### src/rtl/alu_arbiter_pkg.sv
// Shared definitions for the two-port ALU arbiter: data width, op codes,
// FSM state encoding and the legal-op helper.
package alu_arbiter_pkg;

    localparam int DATA_W = 32;

    // ALU op codes
    localparam logic [3:0] OP_AND  = 4'd0;
    localparam logic [3:0] OP_OR   = 4'd1;
    localparam logic [3:0] OP_ADD  = 4'd2;
    localparam logic [3:0] OP_SUB  = 4'd6;
    localparam logic [3:0] OP_SLT  = 4'd7;
    localparam logic [3:0] OP_NOR  = 4'd12;
    localparam logic [3:0] OP_PASS = 4'd15;

    // FSM state encoding
    localparam logic [1:0] ST_IDLE = 2'd0;
    localparam logic [1:0] ST_EXEC = 2'd1;
    localparam logic [1:0] ST_RESP = 2'd2;

    // True for the op codes the ALU implements.
    function automatic logic is_legal_op(input logic [3:0] op);
        return (op == OP_AND) || (op == OP_OR)  || (op == OP_ADD) ||
               (op == OP_SUB) || (op == OP_SLT) || (op == OP_NOR) ||
               (op == OP_PASS);
    endfunction

endpackage

### src/rtl/alu_arbiter_if.sv
// Request/response bundle for the ALU arbiter. The master side holds the two
// requesters and the response consumer; the slave side is the arbiter.
interface alu_arbiter_if;

    logic                              req0_valid;
    logic                              req0_ready;
    logic [3:0]                        req0_op;
    logic [alu_arbiter_pkg::DATA_W-1:0] req0_a;
    logic [alu_arbiter_pkg::DATA_W-1:0] req0_b;

    logic                              req1_valid;
    logic                              req1_ready;
    logic [3:0]                        req1_op;
    logic [alu_arbiter_pkg::DATA_W-1:0] req1_a;
    logic [alu_arbiter_pkg::DATA_W-1:0] req1_b;

    logic                              rsp_valid;
    logic                              rsp_ready;
    logic                              rsp_id;
    logic [alu_arbiter_pkg::DATA_W-1:0] rsp_result;
    logic                              rsp_err;

    modport master (
        output req0_valid, req0_op, req0_a, req0_b,
        output req1_valid, req1_op, req1_a, req1_b,
        output rsp_ready,
        input  req0_ready, req1_ready,
        input  rsp_valid, rsp_id, rsp_result, rsp_err
    );

    modport slave (
        input  req0_valid, req0_op, req0_a, req0_b,
        input  req1_valid, req1_op, req1_a, req1_b,
        input  rsp_ready,
        output req0_ready, req1_ready,
        output rsp_valid, rsp_id, rsp_result, rsp_err
    );

endinterface

### src/rtl/alu_arbiter_alu.sv
// Datapath ALU shared by both requesters. Purely combinational; op codes it
// does not implement produce zero, legality is judged by the arbiter.
module Alu
    import alu_arbiter_pkg::*;
#(
    parameter int DATA_W = alu_arbiter_pkg::DATA_W
) (
    input  logic [3:0]        i_op,
    input  logic [DATA_W-1:0] i_a,
    input  logic [DATA_W-1:0] i_b,
    output logic [DATA_W-1:0] o_result
);

    // Select the operation result for the current op code
    always_comb begin
        // NOTE: default first so every path assigns o_result and no latch is inferred.
        o_result = '0;
        case (i_op)
            OP_AND:  o_result = i_a & i_b;
            OP_OR:   o_result = i_a | i_b;
            OP_ADD:  o_result = i_a + i_b;
            OP_SUB:  o_result = i_a - i_b;
            OP_SLT:  o_result = {{(DATA_W-1){1'b0}}, (i_a < i_b)};
            OP_NOR:  o_result = ~(i_a | i_b);
            OP_PASS: o_result = i_a;
            default: o_result = '0;
        endcase
    end

endmodule

### src/rtl/alu_arbiter.sv
// Two-requester round-robin front end for a single shared ALU. One operation
// is in flight at a time: IDLE accepts, EXEC computes, RESP holds the result
// until the consumer takes it.
module alu_arbiter
    import alu_arbiter_pkg::*;
#(
    parameter int DATA_W = alu_arbiter_pkg::DATA_W
) (
    input  logic               clk,
    input  logic               rst,
    alu_arbiter_if.slave       bus,
    output logic               busy
);

    logic [1:0]        r_state;
    logic              r_last_grant;
    logic [3:0]        r_op;
    logic [DATA_W-1:0] r_a;
    logic [DATA_W-1:0] r_b;
    logic              r_id;
    logic              r_rsp_valid;
    logic              r_rsp_id;
    logic [DATA_W-1:0] r_rsp_result;
    logic              r_rsp_err;

    logic              w_grant_valid;
    logic              w_grant_id;
    logic              w_accept;
    logic [DATA_W-1:0] w_alu_result;

    // Round-robin pick: a lone requester wins, a tie goes to the port not served last
    always_comb begin
        w_grant_valid = bus.req0_valid | bus.req1_valid;
        w_grant_id    = 1'b0;
        if (bus.req0_valid && bus.req1_valid) begin
            w_grant_id = ~r_last_grant;
        end else if (bus.req1_valid) begin
            w_grant_id = 1'b1;
        end
    end

    // Accept only in IDLE and never while reset is applied
    assign w_accept       = !rst && (r_state == ST_IDLE) && w_grant_valid;
    assign bus.req0_ready = w_accept && !w_grant_id;
    assign bus.req1_ready = w_accept &&  w_grant_id;

    Alu #(.DATA_W(DATA_W)) u_alu (
        .i_op     (r_op),
        .i_a      (r_a),
        .i_b      (r_b),
        .o_result (w_alu_result)
    );

    // Control FSM, grant pointer and response registers
    always_ff @(posedge clk) begin
        // NOTE: non-blocking assignments so every register samples pre-edge values.
        if (rst) begin
            r_state      <= ST_IDLE;
            r_last_grant <= 1'b1;
            r_rsp_valid  <= 1'b0;
            r_rsp_id     <= 1'b0;
            r_rsp_result <= '0;
            r_rsp_err    <= 1'b0;
        end else begin
            case (r_state)
                ST_IDLE: begin
                    if (w_accept) begin
                        r_state      <= ST_EXEC;
                        r_last_grant <= w_grant_id;
                    end
                end
                ST_EXEC: begin
                    r_state      <= ST_RESP;
                    r_rsp_valid  <= 1'b1;
                    r_rsp_id     <= r_id;
                    r_rsp_result <= is_legal_op(r_op) ? w_alu_result : '0;
                    r_rsp_err    <= !is_legal_op(r_op);
                end
                ST_RESP: begin
                    if (bus.rsp_ready) begin
                        r_state     <= ST_IDLE;
                        r_rsp_valid <= 1'b0;
                    end
                end
                default: begin
                    r_state     <= ST_IDLE;
                    r_rsp_valid <= 1'b0;
                end
            endcase
        end
    end

    // Capture the granted operation so later requester changes cannot disturb it
    always_ff @(posedge clk) begin
        // NOTE: operand latches carry no reset; they are only read after an accept has loaded them.
        if (w_accept) begin
            r_id <= w_grant_id;
            r_op <= w_grant_id ? bus.req1_op : bus.req0_op;
            r_a  <= w_grant_id ? bus.req1_a  : bus.req0_a;
            r_b  <= w_grant_id ? bus.req1_b  : bus.req0_b;
        end
    end

    assign bus.rsp_valid  = r_rsp_valid;
    assign bus.rsp_id     = r_rsp_id;
    assign bus.rsp_result = r_rsp_result;
    assign bus.rsp_err    = r_rsp_err;
    assign busy           = (r_state != ST_IDLE);

endmodule
### src/flat_wrapper.sv
// flat-port wrapper written by rule: the top's interface ports become plain ports
module alu_arbiter_flat import alu_arbiter_pkg::*;
#(
    parameter int DATA_W = alu_arbiter_pkg::DATA_W
)
  (clk, rst, busy, bus_req0_valid, bus_req0_op, bus_req0_a, bus_req0_b, bus_req1_valid, bus_req1_op, bus_req1_a, bus_req1_b, bus_rsp_ready, bus_req0_ready, bus_req1_ready, bus_rsp_valid, bus_rsp_id, bus_rsp_result, bus_rsp_err);
  alu_arbiter_if bus_i ();
  input  logic clk;
  input  logic rst;
  output logic busy;
  input wire logic [$bits(bus_i.req0_valid)-1:0] bus_req0_valid;
  input wire logic [$bits(bus_i.req0_op)-1:0] bus_req0_op;
  input wire logic [$bits(bus_i.req0_a)-1:0] bus_req0_a;
  input wire logic [$bits(bus_i.req0_b)-1:0] bus_req0_b;
  input wire logic [$bits(bus_i.req1_valid)-1:0] bus_req1_valid;
  input wire logic [$bits(bus_i.req1_op)-1:0] bus_req1_op;
  input wire logic [$bits(bus_i.req1_a)-1:0] bus_req1_a;
  input wire logic [$bits(bus_i.req1_b)-1:0] bus_req1_b;
  input wire logic [$bits(bus_i.rsp_ready)-1:0] bus_rsp_ready;
  output wire logic [$bits(bus_i.req0_ready)-1:0] bus_req0_ready;
  output wire logic [$bits(bus_i.req1_ready)-1:0] bus_req1_ready;
  output wire logic [$bits(bus_i.rsp_valid)-1:0] bus_rsp_valid;
  output wire logic [$bits(bus_i.rsp_id)-1:0] bus_rsp_id;
  output wire logic [$bits(bus_i.rsp_result)-1:0] bus_rsp_result;
  output wire logic [$bits(bus_i.rsp_err)-1:0] bus_rsp_err;
  assign bus_i.req0_valid = bus_req0_valid;
  assign bus_i.req0_op = bus_req0_op;
  assign bus_i.req0_a = bus_req0_a;
  assign bus_i.req0_b = bus_req0_b;
  assign bus_i.req1_valid = bus_req1_valid;
  assign bus_i.req1_op = bus_req1_op;
  assign bus_i.req1_a = bus_req1_a;
  assign bus_i.req1_b = bus_req1_b;
  assign bus_i.rsp_ready = bus_rsp_ready;
  assign bus_req0_ready = bus_i.req0_ready;
  assign bus_req1_ready = bus_i.req1_ready;
  assign bus_rsp_valid = bus_i.rsp_valid;
  assign bus_rsp_id = bus_i.rsp_id;
  assign bus_rsp_result = bus_i.rsp_result;
  assign bus_rsp_err = bus_i.rsp_err;
  alu_arbiter #(.DATA_W(DATA_W)) u_core (.clk(clk), .rst(rst), .bus(bus_i), .busy(busy));
endmodule
### config.mk
export PLATFORM = sky130hd
export DESIGN_NAME = alu_arbiter_flat
export DESIGN_NICKNAME = d
export VERILOG_FILES = /design/src/rtl/alu_arbiter_pkg.sv /design/src/rtl/alu_arbiter_if.sv /design/src/rtl/alu_arbiter_alu.sv /design/src/rtl/alu_arbiter.sv /design/src/flat_wrapper.sv
export SDC_FILE = /design/constraint.sdc
export NUM_CORES = 1
export LEC_CHECK = 0
export ABC_CLOCK_PERIOD_IN_PS = 8050
export CORE_ASPECT_RATIO = 1.1
export CORE_MARGIN = 4
export CORE_UTILIZATION = 35
export DETAILED_ROUTE_END_ITERATION = 16
export HOLD_SLACK_MARGIN = 0.06
export SLEW_MARGIN = 20
export SYNTH_ARGS = -nofsm -noshare
export SYNTH_HDL_FRONTEND = slang
export SYNTH_SLANG_ARGS = --single-unit
### constraint.sdc
create_clock -name clk -period 8.05 [get_ports clk]
set_clock_uncertainty 0.1 [all_clocks]
set_input_delay 1.61 -clock clk [delete_from_list [all_inputs] [get_ports clk]]
set_output_delay 1.61 -clock clk [all_outputs]
set_load 0.01 [all_outputs]
======== Word-level counts from Yosys, hierarchy flattened ========
Cells that the tools add are included.
word-level totals
  bits in registers ....................... 107
  bits of input ports ..................... 141
  output and inout bits ................... 38
  logic and storage cells ................. 61
operators by class
  $add $sub $neg .......................... 2
  magnitude comparators ................... 1
  eq/ne operators ......................... 10
  multiplexer cells ....................... 12
  bitwise logic cells ..................... 6
  reductions and logical operators ........ 20
operator list
  operator                                              count
  case mux 32 bit (7 select lines)                      1
  two-way mux 32 bit                                    3
  adder 32 bit                                          1
  bitwise AND 32 bit                                    1
  < comparator 32 bit                                   1
  NOT 32 bit                                            1
  bitwise OR 32 bit                                     1
  subtractor 32 bit                                     1
  equality test 4 x 3 -> 1 bit (second input constant)  2
  equality test 4 bit (second input constant)           2
  logical OR 1 bit                                      6
  case mux 2 bit (3 select lines)                       1
  AND reduction 2 bit                                   3
  logical AND 1 bit                                     5
  equality test 4 x 1 -> 1 bit (second input constant)  1
  equality test 4 x 2 -> 1 bit (second input constant)  1
  zero test 4 bit                                       1
  two-way mux 2 bit                                     2
  two-way mux 4 bit                                     1
  zero test 1 bit                                       3
  two-way mux 1 bit                                     3
  case mux 1 bit (3 select lines)                       1
  equality test 2 x 1 -> 1 bit (second input constant)  1
  equality test 2 bit (second input constant)           1
  6 further kinds                                       7

======== Longest topological paths before layout ========
  depth in word-level cells ............... 8
  depth in mapped cells ................... 12
  depth with buffers taken out ............ 12

======== Hierarchy ========
A second synthesis with hierarchy kept.
second synthesis, totals
  cell total of the unflattened synthesis .. 1039
  area, all modules ....................... 9611.7 um2
modules (own cells, without submodules)
  module       times used  cells an instance  area each (um2)  sequential area each (um2)
  Alu          1           744                5103.6           0.0
  alu_arbiter  1           295                4508.1           2832.7

======== Worst setup path after synthesis ========
OpenSTA, ideal clock, no wires.
  kind .................................... in2out
  from .................................... input rst
  to ...................................... output bus_req1_ready
  arrival ................................. 7.020 ns
  data required time ...................... 6.340 ns
  setup slack ............................. -0.680 ns
  stages .................................. 3
  cells stage by stage .................... buf_6 nor3_1 and2_1
between the ends
  longest elaborated chain between the ends .. 4
ends and longest elaborated chain
  element                         line                RTL
  start, declared                 flat_wrapper.sv:9   input logic rst;
  zero test 1 bit                 alu_arbiter.sv:43   assign w_accept = !rst && (r_state == ST_IDLE) && w_grant_valid;
  logical AND 1 bit (2 in a row)  alu_arbiter.sv:43
  via u_core.w_accept             alu_arbiter.sv:28   logic w_accept;
  logical AND 1 bit               alu_arbiter.sv:45   assign bus.req1_ready = w_accept && w_grant_id;
  end, declared                   flat_wrapper.sv:21  output wire logic [$bits(bus_i.req1_ready)-1:0] bus_req1_ready;
The timed path passes the listed nets, and every way through them passes these cells.

======== Final worst setup path ========
  from .................................... input bus_req1_valid
  to ...................................... output bus_req1_ready
between the ends
  longest elaborated chain between the ends .. 3
  elaborated cells between the ends (all ways) .. 6
  those cells by class .................... mux (2); bitwise (1); reduce/logical (3)
ends and longest elaborated chain
  element                                                        line                                  RTL
  start, declared                                                flat_wrapper.sv:15                    input wire logic [$bits(bus_i.req1_valid)-1:0] bus_req1_valid;
  two-way mux 1 bit, or another cell as far along                alu_arbiter.sv:37                     end else if (bus.req1_valid) begin
  two-way mux 1 bit / logical AND 1 bit (equally long branches)  alu_arbiter.sv:35, alu_arbiter.sv:43
  logical AND 1 bit *                                            alu_arbiter.sv:45
Mark *: on every way between the ends. The rest lies on a longest branch, timed or not.

==> flow_summary.json <==
{
  "outcome": "complete, no violations",
  "io_pins": 179,
  "placed_cells": 1624,
  "ant_nets": 0,
  "critPathMaxFanout": 40,
  "post_synth_num_cell_types": 86,
  "post_cts.repair.setup_buffers": 0,
  "crit_chain": "clkdlybuf4s50_1, a21boi_4, buf_4, and2_1, clkdlybuf4s50_1",
  "drt_iter0_drc": 640,
  "vias": 9207,
  "cpPeakStageDelay_ns": 0.53,
  "fin_area_sq_mm": 0.0122,
  "synth.avg_cell_area_sq_um": 8.65,
  "syn_inst": 1135,
  "grt_max_degree": 70,
  "antenna_found_initial": 0,
  "reg2reg_from": "u_core.r_b[13]$_DFFE_PP_",
  "worstPathArrival_ns": 3.45,
  "cts_hold_buf": 0,
  "ir_drop_mv": 0.0834,
  "syn_to_final_growth_pct": 24.1,
  "synth-warning-count": 0,
  "cts_tree": "done",
  "post_dp_cell_area_sq_mm": 0.0119,
  "drc": 0,
  "cts_buffer_depth": 2,
  "powerDensity_mw_per_mm2": 147,
  "initial_core_util": 0.354,
  "cts_resized": 0,
  "die_h_um": 184,
  "path_buf_inv": 3,
  "synthArstFlopShare": 0,
  "ys_seq_area_frac": 0.288,
  "hold_start": "u_core.bus.rsp_id$_SDFFE_PP0P_",
  "globalRouteMet3Util": 0.0282,
  "clk_pin_slew_worst_paths_ns": 0.09,
  "slew_headroom": 0.253,
  "fin_crit_sh": 0.641,
  "fmax_ghz": 0.194,
  "finalSetupViolCount": 0,
  "cts.sinks": 107,
  "io_buffers": 178,
  "grtUsageMet1": 0.236,
  "grt-ovfl-total": 0,
  "cp-start-kind": "input port",
  "design_power_total_w": 0.00179,
  "grt_util_met2": 0.334,
  "htreeDepth": 3,
  "placeableCoreArea_sq_mm": 0.0277,
  "clockRootBuffer": "clkbuf_16",
  "insertedDiodeCount": 0,
  "finalHoldViolations": 0,
  "synth_seq_cells": 107,
  "endpoint_kind": "primary output",
  "layout_min_cycle_time_ns": 5.16,
  "viasPerCell": 5.61,
  "synth_edf_count": 69,
  "worstMarginPinSlew_ns": 1.12,
  "routed_wl_mm": 29.8,
  "dieArea_sq_mm": 0.0308,
  "synth_top_area_share": 0.211,
  "hold_path_class": "register to register",
  "synth_ff_type": "edfxtp_1",
  "grt.busiest_layer": "met2",
  "path_common_cell": "clkdlybuf4s50_1",
  "path_class": "input port to primary output",
  "maxCapViolations": 0,
  "gp_congestion": 0.905,
  "post-route-util": 0.440,
  "synth.cell_area_sq_mm": 0.00982,
  "critPathTopFamily": "buffers and inverters",
  "numCtsBuffers": 9,
  "dpl.hpwl_mm": 21.8,
  "slowest_stage": "clkdlybuf4s50_1",
  "drv_slew": 0,
  "routedWlPerCell_um": 18.2,
  "track_usage": 0.186,
  "crit_start": "bus_req1_valid",
  "yosys.area.top_type": "edfxtp_1",
  "nNetsFinal": 1523,
  "synth_most_common_cell": "ha_1",
  "rows": 64,
  "p_leak_nw": 4.64,
  "tns_ns": 0,
  "final_cells": 1640,
  "grt_first_pass_wirelength_mm": 46.7,
  "worstPathRequired_ns": 6.34,
  "clkLatencyLatePin_ns": 0.37,
  "drive_gt1_frac": 0.105,
  "die_x_um": 168,
  "synth_commonest_cells": "108 x ha_1, 106 x nand2_1, 101 x a21oi_1, 95 x inv_1, 89 x nor2_1",
  "first_global_vias": 8834,
  "rsz0062_at_grt": "false",
  "first_pass_iters": 7,
  "synth.area.top_cells": "edfxtp_1 21%, ha_1 14%, mux2_2 7.8%, dfxtp_1 7.7%, a21oi_1 5.1%",
  "syn_nets": 1386
}
sequential cells by signal, summed over array words and instances, names as in the netlist:
register               flops
u_core.bus.rsp_err         1
u_core.r_a                32
u_core.bus.rsp_valid       1
u_core.bus.rsp_id          1
u_core.r_last_grant        1
u_core.r_state             2
u_core.bus.rsp_result     32
u_core.r_op                4
u_core.r_id                1
u_core.r_b                32
report_power, final:
| part | internal [W] | leakage [nW] | switching, W | total [W] |
|---|---|---|---|---|
| Sequential | 0.000630 | 0.956 | 0.0000337 | 0.000664 |
| Combinational | 0.000272 | 3.53 | 0.000364 | 0.000636 |
| Clock | 0.000250 | 0.155 | 0.000236 | 0.000486 |
| Total | 0.00115 | 4.64 | 0.000634 | 0.00179 |
cell usage in the layout (no fill, tap or decap), drive strengths merged, types with 5 or more instances in the layout:
cell type      count
o22ai              5
a22o              10
a31oi             14
mux2              68
nor2b             14
a222oi             6
nor2              90
a211oi            15
o311ai             5
nor4              14
buf               14
a21oi            102
o221ai             8
or2                6
clkdlybuf4s50    178
edfxtp            69
o31ai              7
ha               108
clkbuf             9
a2111oi            9
a22oi              5
a221oi            30
o21bai            11
nand2b             7
a41oi              5
o21ai             81
nor3              20
inv               99
dfxtp             38
o221a              6
o211ai            12
a221o              8
nand3             15
a21o              11
o21a               5
o2111ai           10
nand2            106
path summary, 6_finish.rpt:
kind,endpoint,slack [ns],cells past startpoint
max reg2reg,u_core.bus.rsp_result[24]$_SDFFE_PP0P_,4.40,11
max,bus_req1_ready,2.89,5
min,u_core.bus.rsp_id$_SDFFE_PP0P_,0.36,2
min reg2reg,u_core.bus.rsp_id$_SDFFE_PP0P_,0.36,2
kinds of logic after synthesis:
| kind of cell | share of synthesized area |
|---|---|
| DFF | 0.288 |
| buffers and inverters | 0.0733 |
| AOI/OAI and AO/OA | 0.273 |
| and+or+nand+nor | 0.139 |
| adders and majority gates | 0.142 |
| muxes | 0.0820 |
| xor gates and xnor gates | 0.00268 |
through the flow:
step	setup WS, ns	hold WS, ns
after global routing	2.75	0.383
after CTS	2.85	0.362
after detailed placement	2.85	0.350
final	2.89	0.359
after global placement	2.86	0.348
after floorplan	1.48	0.371
final cells by class:
cell class / count / area (sq um)
fillers: 2811 / 15500
clock inverters: 7 / 92.6
repair buffers: 192 / 1890
clock buffers: 9 / 225
flip-flops and latches: 107 / 2830
well taps: 363 / 454
inverters: 96 / 360
multi-input cells: 866 / 6340
metal layers:
metal,vias up,part of all wire
met3,30,0.052
met1,4417,0.43
li1,4481,-
met5,-,0
met2,279,0.50
met4,0,0.016
worst min-delay path: cells and delay by family, from the launching register on:
family	cells	cell delay (ns)
AOI/OAI and AO/OA	1	0.05
and+or+nand+nor	1	0.05
DFF	1	0.32
No activity file was read; power rests on OpenSTA's default activity.
